### config.mk
export PLATFORM = sky130hd
export DESIGN_NAME = sram_fb_writer_flat
export DESIGN_NICKNAME = d
export VERILOG_FILES = /design/src/rtl/sram_fb_writer_if.sv /design/src/rtl/sram_fb_writer.sv /design/src/flat_wrapper.sv
export SDC_FILE = /design/constraint.sdc
export NUM_CORES = 1
export LEC_CHECK = 0
export CAP_MARGIN = 25
export CORE_MARGIN = 4
export CORE_UTILIZATION = 41
export DETAILED_ROUTE_END_ITERATION = 12
export PLACE_DENSITY = 0.82
export REMOVE_ABC_BUFFERS = 1
export SLEW_MARGIN = 20
export SYNTH_ARGS = -nofsm -noshare
export SYNTH_HDL_FRONTEND = slang
export SYNTH_SLANG_ARGS = --single-unit
export TNS_END_PERCENT = 30
### constraint.sdc
create_clock -name clk_i -period 3.5 [get_ports clk_i]
set_input_delay 1.05 -clock clk_i [delete_from_list [all_inputs] [get_ports clk_i]]
set_output_delay 1.05 -clock clk_i [all_outputs]
set_load 0.005 [all_outputs]
### src/rtl/sram_fb_writer_if.sv
// Pixel-token stream, scanout read port, video-timing input and SRAM pin
// bundle of sram_fb_writer. The slave modport is the controller's view.
interface sram_fb_writer_if;
  // pixel token stream from the CDC FIFO
  logic [19:0] fb_addr_i;
  logic        hit_i;
  logic [7:0]  bri_i;
  logic        swap_i;
  logic        valid_i;
  logic        ready_o;
  // video timing and scanout read port
  logic        vblank_i;
  logic        rd_req_i;
  logic [18:0] rd_addr_i;
  logic        rd_busy_o;
  logic [15:0] rd_data_o;
  logic        rd_valid_o;
  logic        front_buf_o;
  // async SRAM pins
  logic [19:0] sram_addr_o;
  logic [15:0] sram_dq_o;
  logic        sram_dq_oe_o;
  logic [15:0] sram_dq_i;
  logic        sram_ce_n_o;
  logic        sram_oe_n_o;
  logic        sram_we_n_o;
  logic        sram_ub_n_o;
  logic        sram_lb_n_o;

  modport slave (
    input  fb_addr_i, hit_i, bri_i, swap_i, valid_i, vblank_i,
           rd_req_i, rd_addr_i, sram_dq_i,
    output ready_o, rd_busy_o, rd_data_o, rd_valid_o, front_buf_o,
           sram_addr_o, sram_dq_o, sram_dq_oe_o, sram_ce_n_o,
           sram_oe_n_o, sram_we_n_o, sram_ub_n_o, sram_lb_n_o
  );

  modport master (
    output fb_addr_i, hit_i, bri_i, swap_i, valid_i, vblank_i,
           rd_req_i, rd_addr_i, sram_dq_i,
    input  ready_o, rd_busy_o, rd_data_o, rd_valid_o, front_buf_o,
           sram_addr_o, sram_dq_o, sram_dq_oe_o, sram_ce_n_o,
           sram_oe_n_o, sram_we_n_o, sram_ub_n_o, sram_lb_n_o
  );
endinterface

### src/rtl/sram_fb_writer.sv
// Double-buffered 8bpp framebuffer controller for a 1Mx16 async SRAM.
// Byte-writes pixel tokens into the back buffer, serves scanout word reads
// from the front buffer (reads win over writes) and flips buffers on the
// first vblank rising edge after a swap token has been written.
module sram_fb_writer #(
  parameter logic [7:0] BG_BRI      = 8'h00,
  parameter int         WRITE_PULSE = 2,
  parameter int         READ_WAIT   = 1
) (
  input logic             clk_i,
  input logic             rst_i,
  sram_fb_writer_if.slave bus
);

  localparam logic [2:0] S_IDLE     = 3'd0;
  localparam logic [2:0] S_WR_SETUP = 3'd1;
  localparam logic [2:0] S_WR_PULSE = 3'd2;
  localparam logic [2:0] S_WR_HOLD  = 3'd3;
  localparam logic [2:0] S_RD       = 3'd4;

  localparam logic [7:0] WP_LOAD = 8'(WRITE_PULSE - 1);
  localparam logic [7:0] RW_LOAD = 8'(READ_WAIT - 1);

  logic [2:0]  state;
  logic [7:0]  cnt;
  logic        tok_swap;
  logic        front_buf;
  logic        swap_pending;
  logic        vb_sync, vb_prev;
  logic        rd_pend;
  logic [18:0] rd_addr_q;
  logic        rd_cap;
  logic        rd_valid;
  logic [15:0] rd_data;
  logic [19:0] sram_addr;
  logic [15:0] sram_dq;
  logic        sram_dq_oe;
  logic        ce_n, oe_n, we_n, ub_n, lb_n;

  logic       ready;
  logic       pop;
  logic       rd_done;
  logic       vb_rise;
  logic [7:0] pix;

  assign ready   = (state == S_IDLE) && !swap_pending && !rd_pend && !rst_i;
  assign pop     = bus.valid_i && ready;
  assign rd_done = (state == S_RD) && (cnt == 8'd0);
  assign vb_rise = vb_sync && !vb_prev;
  assign pix     = bus.hit_i ? bus.bri_i : BG_BRI;

  // Read port: latch one request at a time; busy until the word is captured.
  // NOTE: sequential state uses non-blocking assignments so every register
  // samples pre-edge values regardless of block ordering.
  always_ff @(posedge clk_i or posedge rst_i) begin
    if (rst_i) begin
      rd_pend   <= 1'b0;
      rd_addr_q <= '0;
    end else if (bus.rd_req_i && !rd_pend) begin
      rd_pend   <= 1'b1;
      rd_addr_q <= bus.rd_addr_i;
    end else if (rd_done) begin
      rd_pend <= 1'b0;
    end
  end

  // Read return: capture SRAM data at the end of RD, strobe valid one cycle later.
  always_ff @(posedge clk_i or posedge rst_i) begin
    if (rst_i) begin
      rd_cap   <= 1'b0;
      rd_valid <= 1'b0;
      rd_data  <= '0;
    end else begin
      rd_cap   <= rd_done;
      rd_valid <= rd_cap;
      if (rd_done) rd_data <= bus.sram_dq_i;
    end
  end

  // Buffer flip: vblank is resynchronised, then its rising edge commits a pending swap.
  always_ff @(posedge clk_i or posedge rst_i) begin
    if (rst_i) begin
      vb_sync      <= 1'b0;
      vb_prev      <= 1'b0;
      front_buf    <= 1'b0;
      swap_pending <= 1'b0;
    end else begin
      vb_sync <= bus.vblank_i;
      vb_prev <= vb_sync;
      if (vb_rise && swap_pending) begin
        front_buf    <= ~front_buf;
        swap_pending <= 1'b0;
      end else if (state == S_WR_HOLD && tok_swap) begin
        swap_pending <= 1'b1;
      end
    end
  end

  // SRAM sequencer: every pin is registered; ce_n is low in all non-IDLE states.
  always_ff @(posedge clk_i or posedge rst_i) begin
    if (rst_i) begin
      state      <= S_IDLE;
      cnt        <= '0;
      tok_swap   <= 1'b0;
      sram_addr  <= '0;
      sram_dq    <= '0;
      sram_dq_oe <= 1'b0;
      ce_n       <= 1'b1;
      oe_n       <= 1'b1;
      we_n       <= 1'b1;
      ub_n       <= 1'b1;
      lb_n       <= 1'b1;
    end else begin
      case (state)
        S_IDLE: begin
          if (rd_pend) begin
            state      <= S_RD;
            cnt        <= RW_LOAD;
            sram_addr  <= {front_buf, rd_addr_q};
            sram_dq_oe <= 1'b0;
            ce_n       <= 1'b0;
            oe_n       <= 1'b0;
            ub_n       <= 1'b0;
            lb_n       <= 1'b0;
          end else if (pop) begin
            state      <= S_WR_SETUP;
            tok_swap   <= bus.swap_i;
            sram_addr  <= {~front_buf, bus.fb_addr_i[19:1]};
            sram_dq    <= {pix, pix};
            sram_dq_oe <= 1'b1;
            ce_n       <= 1'b0;
            oe_n       <= 1'b1;
            we_n       <= 1'b1;
            lb_n       <= bus.fb_addr_i[0];
            ub_n       <= ~bus.fb_addr_i[0];
          end
        end
        S_WR_SETUP: begin
          state <= S_WR_PULSE;
          cnt   <= WP_LOAD;
          we_n  <= 1'b0;
        end
        S_WR_PULSE: begin
          if (cnt == 8'd0) begin
            state <= S_WR_HOLD;
            we_n  <= 1'b1;
          end else begin
            cnt <= cnt - 8'd1;
          end
        end
        S_WR_HOLD: begin
          state      <= S_IDLE;
          sram_dq_oe <= 1'b0;
          ce_n       <= 1'b1;
          ub_n       <= 1'b1;
          lb_n       <= 1'b1;
        end
        S_RD: begin
          if (cnt == 8'd0) begin
            state <= S_IDLE;
            ce_n  <= 1'b1;
            oe_n  <= 1'b1;
            ub_n  <= 1'b1;
            lb_n  <= 1'b1;
          end else begin
            cnt <= cnt - 8'd1;
          end
        end
        default: state <= S_IDLE;
      endcase
    end
  end

  assign bus.ready_o      = ready;
  assign bus.rd_busy_o    = rd_pend;
  assign bus.rd_data_o    = rd_data;
  assign bus.rd_valid_o   = rd_valid;
  assign bus.front_buf_o  = front_buf;
  assign bus.sram_addr_o  = sram_addr;
  assign bus.sram_dq_o    = sram_dq;
  assign bus.sram_dq_oe_o = sram_dq_oe;
  assign bus.sram_ce_n_o  = ce_n;
  assign bus.sram_oe_n_o  = oe_n;
  assign bus.sram_we_n_o  = we_n;
  assign bus.sram_ub_n_o  = ub_n;
  assign bus.sram_lb_n_o  = lb_n;

endmodule
### src/flat_wrapper.sv
// flat-port wrapper written by rule: the top's interface ports become plain ports
module sram_fb_writer_flat 
#(
  parameter logic [7:0] BG_BRI      = 8'h00,
  parameter int         WRITE_PULSE = 2,
  parameter int         READ_WAIT   = 1
)
  (clk_i, rst_i, bus_fb_addr_i, bus_hit_i, bus_bri_i, bus_swap_i, bus_valid_i, bus_vblank_i, bus_rd_req_i, bus_rd_addr_i, bus_sram_dq_i, bus_ready_o, bus_rd_busy_o, bus_rd_data_o, bus_rd_valid_o, bus_front_buf_o, bus_sram_addr_o, bus_sram_dq_o, bus_sram_dq_oe_o, bus_sram_ce_n_o, bus_sram_oe_n_o, bus_sram_we_n_o, bus_sram_ub_n_o, bus_sram_lb_n_o);
  sram_fb_writer_if bus_i ();
  input logic clk_i;
  input logic rst_i;
  input wire logic [$bits(bus_i.fb_addr_i)-1:0] bus_fb_addr_i;
  input wire logic [$bits(bus_i.hit_i)-1:0] bus_hit_i;
  input wire logic [$bits(bus_i.bri_i)-1:0] bus_bri_i;
  input wire logic [$bits(bus_i.swap_i)-1:0] bus_swap_i;
  input wire logic [$bits(bus_i.valid_i)-1:0] bus_valid_i;
  input wire logic [$bits(bus_i.vblank_i)-1:0] bus_vblank_i;
  input wire logic [$bits(bus_i.rd_req_i)-1:0] bus_rd_req_i;
  input wire logic [$bits(bus_i.rd_addr_i)-1:0] bus_rd_addr_i;
  input wire logic [$bits(bus_i.sram_dq_i)-1:0] bus_sram_dq_i;
  output wire logic [$bits(bus_i.ready_o)-1:0] bus_ready_o;
  output wire logic [$bits(bus_i.rd_busy_o)-1:0] bus_rd_busy_o;
  output wire logic [$bits(bus_i.rd_data_o)-1:0] bus_rd_data_o;
  output wire logic [$bits(bus_i.rd_valid_o)-1:0] bus_rd_valid_o;
  output wire logic [$bits(bus_i.front_buf_o)-1:0] bus_front_buf_o;
  output wire logic [$bits(bus_i.sram_addr_o)-1:0] bus_sram_addr_o;
  output wire logic [$bits(bus_i.sram_dq_o)-1:0] bus_sram_dq_o;
  output wire logic [$bits(bus_i.sram_dq_oe_o)-1:0] bus_sram_dq_oe_o;
  output wire logic [$bits(bus_i.sram_ce_n_o)-1:0] bus_sram_ce_n_o;
  output wire logic [$bits(bus_i.sram_oe_n_o)-1:0] bus_sram_oe_n_o;
  output wire logic [$bits(bus_i.sram_we_n_o)-1:0] bus_sram_we_n_o;
  output wire logic [$bits(bus_i.sram_ub_n_o)-1:0] bus_sram_ub_n_o;
  output wire logic [$bits(bus_i.sram_lb_n_o)-1:0] bus_sram_lb_n_o;
  assign bus_i.fb_addr_i = bus_fb_addr_i;
  assign bus_i.hit_i = bus_hit_i;
  assign bus_i.bri_i = bus_bri_i;
  assign bus_i.swap_i = bus_swap_i;
  assign bus_i.valid_i = bus_valid_i;
  assign bus_i.vblank_i = bus_vblank_i;
  assign bus_i.rd_req_i = bus_rd_req_i;
  assign bus_i.rd_addr_i = bus_rd_addr_i;
  assign bus_i.sram_dq_i = bus_sram_dq_i;
  assign bus_ready_o = bus_i.ready_o;
  assign bus_rd_busy_o = bus_i.rd_busy_o;
  assign bus_rd_data_o = bus_i.rd_data_o;
  assign bus_rd_valid_o = bus_i.rd_valid_o;
  assign bus_front_buf_o = bus_i.front_buf_o;
  assign bus_sram_addr_o = bus_i.sram_addr_o;
  assign bus_sram_dq_o = bus_i.sram_dq_o;
  assign bus_sram_dq_oe_o = bus_i.sram_dq_oe_o;
  assign bus_sram_ce_n_o = bus_i.sram_ce_n_o;
  assign bus_sram_oe_n_o = bus_i.sram_oe_n_o;
  assign bus_sram_we_n_o = bus_i.sram_we_n_o;
  assign bus_sram_ub_n_o = bus_i.sram_ub_n_o;
  assign bus_sram_lb_n_o = bus_i.sram_lb_n_o;
  sram_fb_writer #(.BG_BRI(BG_BRI), .WRITE_PULSE(WRITE_PULSE), .READ_WAIT(READ_WAIT)) u_core (.clk_i(clk_i), .rst_i(rst_i), .bus(bus_i));
endmodule
==> flow_metrics.tcl <==
set metrics [dict create \
    r2r-start "u_core.cnt[0]$_DFFE_PP0P_" \
    drt_drc_violations_left 0 \
    worst-r2r-cell-count 6 \
    numPortBuffers 131 \
    wire_per_inst_um 15.5 \
    status "complete, no violations" \
    die_x_um 106 \
    h-tree-depth 3 \
    syn_inst 343 \
    cp-end-kind "primary output" \
    ys_types 48 \
    required_ps 2450 \
    coreArea_um2 9330 \
    cts.hold.buffers_added 0 \
    fin_util 0.600 \
    vias_per_cell 4.99 \
    hold_path.class "flip-flop to flip-flop" \
    routed-wl-met2_um 4660 \
    cts_tree "yes" \
    io_pins 132 \
    cts_setup_buffers 0 \
    slew_headroom 0.498 \
    detail-route-antenna-nets 0 \
    grt_pass1_wl_um 15200 \
    dr.pass1.iters 4 \
    fin_crit_sh 0.933 \
    syn_to_final_growth_pct 41.3 \
    dieHeight_um 106 \
    fill_cells 783 \
    synth_area_um2 3960 \
    nNetsFinal 539 \
    yosysSeqAreaShare 0.557 \
    path_max_fanout 3 \
    hold_violations 0 \
    yosysWarningCount 0 \
    grt_pass1_vias 3084 \
    dieArea_um2 11300 \
    ctsResizeCount 0 \
    vdd_drop_max_uv 385 \
    synth_edf_count 0 \
    wirelength_um 9340 \
    diodes 0 \
    path_clk_slew_ps 90 \
    std_cell_rows 35 \
    synth_seq_cells 88 \
    rsz0062_at_grt "false" \
    drt_iter0_drc 110 \
    num_vias 2998 \
    cellLeakagePower_nw 2.48 \
    highest_layer "met4" \
    start_util 0.425 \
    finalSetupViolCount 0 \
    dp_hpwl_um 6780 \
    clockBufferDepth 2 \
    synth_flop_cell "dfrtp_1" \
    crit_end "bus_ready_o" \
    drive_gt1_frac 0.159 \
    clk-insertion-delay-late_ps 360 \
    syn_avg_cell_area_um2 11.5 \
    grt_max_degree 55 \
    cts_sinks 88 \
    antenna_found_initial 0 \
    powerDensity_nw_per_um2 743 \
    timing.fmax_mhz 306 \
    r2r_end "u_core.bus.rd_data_o[4]$_DFFE_PP0P_" \
    path_class "input port to primary output" \
    grt_util_all_layers 0.169 \
    cp-start-kind "input port" \
    wl_met1_um 4020 \
    cts_buffers 9 \
    gp_congestion 0.798 \
    cap_violations 0 \
    grt_overflow 0 \
    dr_wl_met3_um 557 \
    startpoint "rst_i" \
    fin_crit_ps 3270 \
    cp.arrival_ps 2220 \
    tightest_slew_ps 750 \
    synthArstFlopShare 1.00 \
    reg2reg_slack_ps 1280 \
    fin_worst_skew_ps 14.7 \
    root_buffer "clkbuf_8" \
    fin_setup_tns_ps 0 \
    slew_violations 0 \
]
## sequential cells by signal (all words and copies together) (netlist names)
register                 count
u_core.bus.front_buf_o       1
u_core.cnt                   8
u_core.bus.rd_data_o        16
u_core.bus.sram_dq_o         8
u_core.vb_prev               1
u_core.bus.rd_busy_o         1
u_core.bus.sram_ub_n_o       1
u_core.bus.sram_lb_n_o       1
u_core.bus.rd_valid_o        1
u_core.bus.sram_ce_n_o       1
u_core.tok_swap              1
u_core.bus.sram_we_n_o       1
u_core.rd_cap                1
u_core.bus.sram_addr_o      20
u_core.state                 3
u_core.rd_addr_q            19
u_core.vb_sync               1
u_core.swap_pending          1
u_core.bus.sram_dq_oe_o      1
u_core.bus.sram_oe_n_o       1
## how the worst min path moves through the flow
stage / from / endpoint / depth (start not counted)
3_3_place_gp: u_core.rd_cap$_DFF_PP0_ / u_core.bus.rd_valid_o$_DFF_PP0_ / 0
6_report: u_core.rd_cap$_DFF_PP0_ / u_core.bus.rd_valid_o$_DFF_PP0_ / 0
4_1_cts: u_core.rd_cap$_DFF_PP0_ / u_core.bus.rd_valid_o$_DFF_PP0_ / 0
2_1_floorplan: u_core.rd_cap$_DFF_PP0_ / u_core.bus.rd_valid_o$_DFF_PP0_ / 0
5_1_grt: u_core.rd_cap$_DFF_PP0_ / u_core.bus.rd_valid_o$_DFF_PP0_ / 0
3_5_place_dp: u_core.rd_cap$_DFF_PP0_ / u_core.bus.rd_valid_o$_DFF_PP0_ / 0
## report_power, final
group          internal, mW  switching [mW]  total [mW]
Sequential             1.45           0.260        1.72
Clock                 0.433           0.380       0.813
Combinational          1.00           0.630        1.63
## worst max-delay path: stages
cell,delay [ps]
clkdlybuf4s50_1,460
nor3_1,180
clkdlybuf4s50_1,520
## cell families after synthesis
family / Yosys count / synth area share
flip-flops: 88 / 0.557
AND/OR/NAND/NOR: 78 / 0.105
AO/OA/AOI/OAI: 74 / 0.106
multiplexers: 58 / 0.166
buffers and inverters: 39 / 0.0496
XOR/XNOR: 4 / 0.00885
adder cells (fa/ha/maj): 2 / 0.00632
## metal layers
layer / global-route usage / up-vias
met1: 0.211 / 1447
li1: - / 1442
met3: 0.0389 / 12
met5: 0 / -
met4: 0.0546 / 0
met2: 0.289 / 97
## metrics by stage
step	hold slack (ps)	total power [mW]	instance area, um2	cells	worst slack, ps
6_report	360	4.16	5600	601	234
5_1_grt	374	4.45	5600	601	136
4_1_cts	365	4.21	5600	601	223
3_3_place_gp	335	3.30	5360	585	233
2_1_floorplan	331	2.50	3810	317	180
3_5_place_dp	343	3.39	5360	585	229
## Yosys cell counts (2+ instances only)
cell / number / area (um2)
a21oi_1: 5 / 25.0
buf_1: 4 / 15.0
dfstp_2: 5 / 131
or3_1: 3 / 18.8
a21boi_1: 2 / 15.0
a31oi_1: 3 / 18.8
clkbuf_1: 8 / 30.0
mux2_4: 8 / 120
nand2_1: 41 / 154
nor2_1: 7 / 26.3
or4_1: 5 / 37.5
nor3_1: 4 / 20.0
o21ai_0: 48 / 240
nand2b_1: 2 / 12.5
dfrtp_1: 83 / 2080
buf_6: 2 / 22.5
o31ai_1: 3 / 22.5
ha_1: 2 / 25.0
nand3_1: 2 / 10.0
a211oi_1: 2 / 15.0
o211ai_1: 5 / 37.5
nor4_1: 2 / 12.5
buf_2: 4 / 20.0
inv_1: 12 / 45.0
mux2_2: 30 / 338
xnor2_1: 3 / 26.3
mux2i_1: 20 / 200
buf_4: 8 / 60.1
## final cells by class
cell class                      count  area [um2]  share of cell area
Clock inverter                      6        97.6              0.0174
Multi-Input combinational cell    216        1560               0.278
Inverter                           13        50.0             0.00894
Tap cell                          129         161              0.0288
Timing Repair Buffer              139        1380               0.247
Clock buffer                       10         138              0.0246
Sequential cell                    88        2210               0.395
## layout by cell type (no fill, tap or decap), types with 2 or more instances in the layout
master / synthesis / layout
mux2_4: 8 / 8
a211oi_1: 2 / 2
nor3_1: 4 / 4
o21ai_0: 48 / 48
a21boi_1: 2 / 2
clkdlybuf4s50_1: 0 / 131
xnor2_1: 3 / 3
buf_4: 8 / 7
nand2b_1: 2 / 2
nand2_1: 41 / 41
bufinv_16: 0 / 2
dfstp_2: 5 / 5
or3_1: 3 / 3
nand3_1: 2 / 2
nor2_1: 7 / 7
or4_1: 5 / 5
o31ai_1: 3 / 3
dfrtp_1: 83 / 83
a21oi_1: 5 / 5
mux2i_1: 20 / 20
inv_6: 0 / 2
clkbuf_8: 0 / 10
o211ai_1: 5 / 5
nor4_1: 2 / 2
ha_1: 2 / 2
mux2_2: 30 / 30
inv_1: 12 / 11
a31oi_1: 3 / 3
Note: power is estimated with default switching activity, not from simulation.
